[config.mk]
export PLATFORM = sky130hd
export DESIGN_NAME = dm_access_unit_flat
export DESIGN_NICKNAME = d
export VERILOG_FILES = /design/src/rtl/dm_access_if.sv /design/src/rtl/dm_access_unit.sv /design/src/flat_wrapper.sv
export SDC_FILE = /design/constraint.sdc
export NUM_CORES = 1
export LEC_CHECK = 0
export CELL_PAD_IN_SITES_DETAIL_PLACEMENT = 1
export CELL_PAD_IN_SITES_GLOBAL_PLACEMENT = 2
export CORE_ASPECT_RATIO = 0.7
export CORE_MARGIN = 3
export CORE_UTILIZATION = 32
export DETAILED_ROUTE_END_ITERATION = 8
export GPL_TIMING_DRIVEN = 1
export PLACE_DENSITY_LB_ADDON = 0.2
export SLEW_MARGIN = 20
export SYNTH_ARGS = -nofsm -noshare
export SYNTH_HDL_FRONTEND = slang
export SYNTH_SLANG_ARGS = --single-unit
export TNS_END_PERCENT = 5
[constraint.sdc]
create_clock -name clk -period 3.86 [get_ports clk]
set_clock_uncertainty 0.15 [all_clocks]
set_input_delay 0.772 -clock clk [delete_from_list [all_inputs] [get_ports clk]]
set_output_delay 0.772 -clock clk [all_outputs]
set_load 0.05 [all_outputs]
[src/rtl/dm_access_if.sv]
`default_nettype none
// ============================================================================
//  Module      : dm_access_if
//  Description : Request/response and data-memory bus bundle for the
//                load/store access unit.
//  Revision    : 1.0 - initial release
// ============================================================================
interface dm_access_if #(
    parameter int DATA_W = 32,
    parameter int ADDR_W = 32
);
    logic              req_valid;
    logic              req_ready;
    logic              req_we;
    logic [1:0]        req_size;
    logic              req_unsigned;
    logic [ADDR_W-1:0] req_addr;
    logic [DATA_W-1:0] req_wdata;
    logic              resp_valid;
    logic [DATA_W-1:0] resp_rdata;
    logic              resp_err;
    logic              mem_en;
    logic              mem_we;
    logic [ADDR_W-1:0] mem_addr;
    logic [DATA_W-1:0] mem_wdata;
    logic [DATA_W-1:0] mem_rdata;

    // System side: CPU memory stage plus the data memory
    modport master (
        output req_valid, req_we, req_size, req_unsigned, req_addr, req_wdata,
        output mem_rdata,
        input  req_ready, resp_valid, resp_rdata, resp_err,
        input  mem_en, mem_we, mem_addr, mem_wdata
    );

    // Access unit side
    modport slave (
        input  req_valid, req_we, req_size, req_unsigned, req_addr, req_wdata,
        input  mem_rdata,
        output req_ready, resp_valid, resp_rdata, resp_err,
        output mem_en, mem_we, mem_addr, mem_wdata
    );
endinterface
`default_nettype wire

[src/rtl/dm_access_unit.sv]
`default_nettype none
// ============================================================================
//  Module      : dm_access_unit
//  Description : Multi-cycle load/store unit for a synchronous-read memory
//                without byte enables. Sub-word loads are extracted and
//                extended; partial stores use read-modify-write.
//  Revision    : 1.0 - initial release
// ============================================================================
module dm_access_unit #(
    parameter int DATA_W = 32,
    parameter int ADDR_W = 32
) (
    input  logic         clk,
    input  logic         rst_n,
    dm_access_if.slave   bus
);
    localparam int                LB        = $clog2(DATA_W / 8);
    localparam logic [1:0]        LB_SIZE   = 2'(LB);
    localparam logic [ADDR_W-1:0] LANE_MASK = ADDR_W'(DATA_W / 8 - 1);

    typedef enum logic [2:0] {
        IDLE = 3'd0,
        RD   = 3'd1,
        CAP  = 3'd2,
        WR   = 3'd3,
        RESP = 3'd4
    } state_t;

    state_t            r_state;
    state_t            w_next;
    logic              r_we;
    logic [1:0]        r_size;
    logic              r_uns;
    logic [LB-1:0]     r_lane;
    logic [DATA_W-1:0] r_wdata;
    logic [DATA_W-1:0] r_line;
    logic [DATA_W-1:0] r_rdata;
    logic              r_err;
    logic [ADDR_W-1:0] r_mem_addr;

    logic              w_accept;
    logic [2:0]        w_misalign;
    logic              w_req_err;
    logic [LB+2:0]     w_shamt;
    logic [DATA_W-1:0] w_mask;
    logic [DATA_W-1:0] w_sign_bit;
    logic [DATA_W-1:0] w_shifted;
    logic [DATA_W-1:0] w_load;
    logic [DATA_W-1:0] w_lane_mask;
    logic [DATA_W-1:0] w_merge;

    assign w_accept   = bus.req_valid && (r_state == IDLE);
    // Any set address bit below the access size means misalignment
    assign w_misalign = bus.req_addr[2:0] & ((3'd1 << bus.req_size) - 3'd1);
    assign w_req_err  = (bus.req_size > LB_SIZE) || (w_misalign != 3'd0);
    assign w_shamt    = {r_lane, 3'b000};

    // Low-aligned mask covering the registered access size
    always_comb begin
        case (r_size)
            2'd0:    w_mask = DATA_W'(8'hFF);
            2'd1:    w_mask = DATA_W'(16'hFFFF);
            2'd2:    w_mask = DATA_W'(32'hFFFF_FFFF);
            default: w_mask = '1;
        endcase
    end

    // Load extraction works on the live read data so the result is ready
    // at the CAP->RESP edge; the sign bit is the top bit of the size mask.
    assign w_sign_bit  = w_mask & ~(w_mask >> 1);
    assign w_shifted   = bus.mem_rdata >> w_shamt;
    assign w_load      = (r_uns || ((w_shifted & w_sign_bit) == '0))
                       ? (w_shifted & w_mask) : (w_shifted | ~w_mask);
    assign w_lane_mask = w_mask << w_shamt;
    assign w_merge     = (r_line & ~w_lane_mask) | ((r_wdata & w_mask) << w_shamt);

    // State register; async reset drops the memory strobes immediately
    always_ff @(posedge clk or negedge rst_n) begin
        if (!rst_n) r_state <= IDLE;
        else        r_state <= w_next;
    end

    // Next-state and strobe decode
    always_comb begin
        w_next         = r_state;
        bus.req_ready  = 1'b0;
        bus.resp_valid = 1'b0;
        bus.mem_en     = 1'b0;
        bus.mem_we     = 1'b0;
        bus.mem_wdata  = '0;
        case (r_state)
            IDLE: begin
                bus.req_ready = 1'b1;
                if (bus.req_valid) begin
                    if (w_req_err)                                w_next = RESP;
                    else if (bus.req_we && bus.req_size == LB_SIZE) w_next = WR;
                    else                                          w_next = RD;
                end
            end
            RD: begin
                bus.mem_en = 1'b1;
                w_next     = CAP;
            end
            CAP: w_next = r_we ? WR : RESP;
            WR: begin
                bus.mem_en    = 1'b1;
                bus.mem_we    = 1'b1;
                bus.mem_wdata = (r_size == LB_SIZE) ? r_wdata : w_merge;
                w_next        = RESP;
            end
            RESP: begin
                bus.resp_valid = 1'b1;
                w_next         = IDLE;
            end
            default: w_next = IDLE;
        endcase
    end

    // Request capture, line capture and response registers
    always_ff @(posedge clk or negedge rst_n) begin
        if (!rst_n) begin
            r_we       <= 1'b0;
            r_size     <= 2'd0;
            r_uns      <= 1'b0;
            r_lane     <= '0;
            r_wdata    <= '0;
            r_line     <= '0;
            r_rdata    <= '0;
            r_err      <= 1'b0;
            r_mem_addr <= '0;
        end else begin
            if (w_accept) begin
                r_we       <= bus.req_we;
                r_size     <= bus.req_size;
                r_uns      <= bus.req_unsigned;
                r_lane     <= bus.req_addr[LB-1:0];
                r_wdata    <= bus.req_wdata;
                r_mem_addr <= bus.req_addr & ~LANE_MASK;
            end
            if (r_state == CAP) begin
                r_line <= bus.mem_rdata;
            end
            // Response fields only move on the edge that enters RESP
            if (w_accept && w_req_err) begin
                r_rdata <= '0;
                r_err   <= 1'b1;
            end else if (r_state == CAP && !r_we) begin
                r_rdata <= w_load;
                r_err   <= 1'b0;
            end else if (r_state == WR) begin
                r_rdata <= '0;
                r_err   <= 1'b0;
            end
        end
    end

    assign bus.resp_rdata = r_rdata;
    assign bus.resp_err   = r_err;
    assign bus.mem_addr   = r_mem_addr;
endmodule
`default_nettype wire

[src/flat_wrapper.sv]
// flat-port wrapper written by rule: the top's interface ports become plain ports
module dm_access_unit_flat 
#(
    parameter int DATA_W = 32,
    parameter int ADDR_W = 32
)
  (clk, rst_n, bus_req_valid, bus_req_we, bus_req_size, bus_req_unsigned, bus_req_addr, bus_req_wdata, bus_mem_rdata, bus_req_ready, bus_resp_valid, bus_resp_rdata, bus_resp_err, bus_mem_en, bus_mem_we, bus_mem_addr, bus_mem_wdata);
  dm_access_if #(.DATA_W(DATA_W), .ADDR_W(ADDR_W)) bus_i ();
  input  logic clk;
  input  logic rst_n;
  input wire logic [$bits(bus_i.req_valid)-1:0] bus_req_valid;
  input wire logic [$bits(bus_i.req_we)-1:0] bus_req_we;
  input wire logic [$bits(bus_i.req_size)-1:0] bus_req_size;
  input wire logic [$bits(bus_i.req_unsigned)-1:0] bus_req_unsigned;
  input wire logic [$bits(bus_i.req_addr)-1:0] bus_req_addr;
  input wire logic [$bits(bus_i.req_wdata)-1:0] bus_req_wdata;
  input wire logic [$bits(bus_i.mem_rdata)-1:0] bus_mem_rdata;
  output wire logic [$bits(bus_i.req_ready)-1:0] bus_req_ready;
  output wire logic [$bits(bus_i.resp_valid)-1:0] bus_resp_valid;
  output wire logic [$bits(bus_i.resp_rdata)-1:0] bus_resp_rdata;
  output wire logic [$bits(bus_i.resp_err)-1:0] bus_resp_err;
  output wire logic [$bits(bus_i.mem_en)-1:0] bus_mem_en;
  output wire logic [$bits(bus_i.mem_we)-1:0] bus_mem_we;
  output wire logic [$bits(bus_i.mem_addr)-1:0] bus_mem_addr;
  output wire logic [$bits(bus_i.mem_wdata)-1:0] bus_mem_wdata;
  assign bus_i.req_valid = bus_req_valid;
  assign bus_i.req_we = bus_req_we;
  assign bus_i.req_size = bus_req_size;
  assign bus_i.req_unsigned = bus_req_unsigned;
  assign bus_i.req_addr = bus_req_addr;
  assign bus_i.req_wdata = bus_req_wdata;
  assign bus_i.mem_rdata = bus_mem_rdata;
  assign bus_req_ready = bus_i.req_ready;
  assign bus_resp_valid = bus_i.resp_valid;
  assign bus_resp_rdata = bus_i.resp_rdata;
  assign bus_resp_err = bus_i.resp_err;
  assign bus_mem_en = bus_i.mem_en;
  assign bus_mem_we = bus_i.mem_we;
  assign bus_mem_addr = bus_i.mem_addr;
  assign bus_mem_wdata = bus_i.mem_wdata;
  dm_access_unit #(.DATA_W(DATA_W), .ADDR_W(ADDR_W)) u_core (.clk(clk), .rst_n(rst_n), .bus(bus_i));
endmodule
==> out/qor.csv <==
metric;value;unit
status;finished clean;
cts_buffer_depth;2;
drc;0;
cts_max_level;4;
grt.total_usage;22.0;%
hold_viol;0;
ir_worst_vdd;494;µV
vias;5931;
final_antenna_net_count;0;
grt-ovfl-total;0;
die_x;182;µm
grt_pass1_vias;6383;
synth_top_area_share;49.1;%
viasPerCell;5.43;
wl_met2;11000;µm
nNetsFinal;907;
drv_slew;0;
fin_ws;0.306;ns
rsz0062_at_grt;no;
yosys-top-cells-area;dfrtp_1, mux2_2, mux2i_1;
cts-root-buf;clkbuf_16;
cts_tree;built;
io_pins;204;
dp_slack;0.777;ns
drive_gt1_share;25.1;%
cts_sinks;136;
synth_seq_cells;136;
grt_max_degree;66;
synthesis.area_per_instance;11.2;µm²
start_util;33.0;%
hold_buffers;0;
yosysWarnings;0;
yosysMostFrequentCell;dfrtp_1;
yosysUniqueCellTypes;53;
tightest_slew;0.708;ns
detail_route.first_pass.iterations;6;
dp_hpwl;19000;µm
rows;44;
drt_wl_total;25600;µm
async_flop_share;100;%
dp.cells;1061;
worstPathMaxFanout;17;
clk_pin_slew;0.07;ns
syn_inst;619;
ctsResizeCount;0;
wl_met1;12600;µm
startpoint_type;register;
yosysTopAreaCell;dfrtp_1;
syn2layout_area_growth;44.8;%
yosysSeqAreaShare;49.1;%
grt_pass1_wl;39400;µm
fmax;0.281;GHz
post_cts_buffers;0;
cts_buffers;17;
core;0.0210;mm²
syn_area;0.00693;mm²
dieHeight;129;µm
fillers;2199;
synth_edf_count;0;
wl_per_cell;23.4;µm
wl_met3;1780;µm
synthFlopType;dfrtp_1;
worstSetupPathType;register to output pin;
p_leak;0.00413;µW
cap_violations;0;
setup_viol;0;
worstPathRequired;2.94;ns
post-route-period-util;92.1;%
setup-tns-final;0;ns
die_area;0.0235;mm²
relSlewSlack;52.5;%
fin_crit;3.55;ns
powerDensity;930;mW/mm²
layout.cells.non_filler;1093;
p_total;9320;µW
antenna_found_initial;0;
ys_top_cells_by_count;dfrtp_1, mux2_2, nand2_1;
io_buffers;201;
place_area;0.00941;mm²
postLayoutCellArea;0.0100;mm²
drt_iter0_markers;344;
n_antenna_cell;0;
hold_path.class;primary input to async pin;
critPathArrivalTime;2.63;ns
critPathCaptureType;output pin;
insertion_delay;0.42;ns
routabilityCongestion;0.907;
top_layer;met4;
state kept, by name, indices dropped and copies added, names as in the netlist:
name	cells
u_core.r_line	32
u_core.r_size	2
u_core.r_lane	2
u_core.bus.resp_rdata	32
u_core.bus.mem_addr	30
u_core.r_state	3
u_core.r_uns	1
u_core.r_wdata	32
u_core.r_we	1
u_core.bus.resp_err	1
worst max-delay path: stages (launching register included):
cell	delay [ns]
dfrtp_1	0.69
nand2_1	0.30
a21bo_2	0.41
nand2_1	0.10
a221oi_1	0.50
buf_12	0.21
through the flow:
stage | utilization, % | hold WS, ns
after detailed placement | 44.8 | 0.326
after global placement | 44.8 | 0.319
final | 47.8 | 0.171
after floorplan | - | 0.308
after global routing | 47.8 | 0.209
after CTS | 47.8 | 0.192
final timing paths:
check	startpoint	end	slack, ns	depth (start not counted)
worst max-delay path	u_core.r_lane[1]	bus_mem_wdata[19]	0.31	5
worst min-delay path	rst_n	u_core.bus.resp_rdata[3]	0.17	1
worst max register to register	u_core.r_lane[0]	u_core.bus.resp_rdata[17]	1.07	6
worst min register to register	u_core.bus.resp_rdata[8]	u_core.bus.resp_rdata[8]	0.35	1
max in group asynchronous	rst_n	u_core.bus.resp_err	2.63	2
min in group clk	u_core.bus.resp_rdata[8]	u_core.bus.resp_rdata[8]	0.35	1
layer usage:
layer	vias to the layer above	track usage, %
met5	-	0
met4	0	4.70
met3	28	6.00
met2	235	32.5
met1	3020	32.4
li1	2648	-
cell usage in the layout, fill, tap and decap left out, types with 8 or more instances in the layout:
cell type	synthesis	layout
inv_1	9	9
buf_4	3	27
a221oi_1	8	8
nand2b_1	12	12
a21oi_1	49	49
o21ai_0	48	48
mux2_2	98	98
clkdlybuf4s50_1	0	168
buf_12	0	24
nand3_1	8	8
nand2_1	53	53
mux2i_1	25	25
clkbuf_16	0	17
a211o_1	8	8
o2bb2ai_1	16	16
nor2_1	11	11
dfrtp_1	136	135
a221o_2	9	9
layout make-up:
class                   count  area [µm²]  share of cell area [%]
multi-input cells         419        3240                    32.3
repair buffers            220        2380                    23.7
well taps                 276         345                    3.44
flip-flops and latches    136        3400                    34.0
clock inverters            15         194                    1.93
inverters                  10        37.5                   0.374
clock buffers              17         425                    4.24
power breakdown:
part / leakage, µW / internal (µW) / switching, µW
logic: 0.00216 / 1910 / 2850
registers: 0.00166 / 2090 / 708
clock network: 0.000307 / 995 / 757
total: 0.00413 / 5000 / 4320
kinds of logic (layout without fill, tap and decap cells):
group	after synthesis	after routing	synth area share, %
flip-flops	136	136	49.1
AND/OR/NAND/NOR	119	119	9.27
multiplexers	126	126	20.4
buffers and inverters	65	262	4.26
other	1	2	0.0541
AO/OA/AOI/OAI	172	172	16.9
Power figures use the tool's default switching activity.
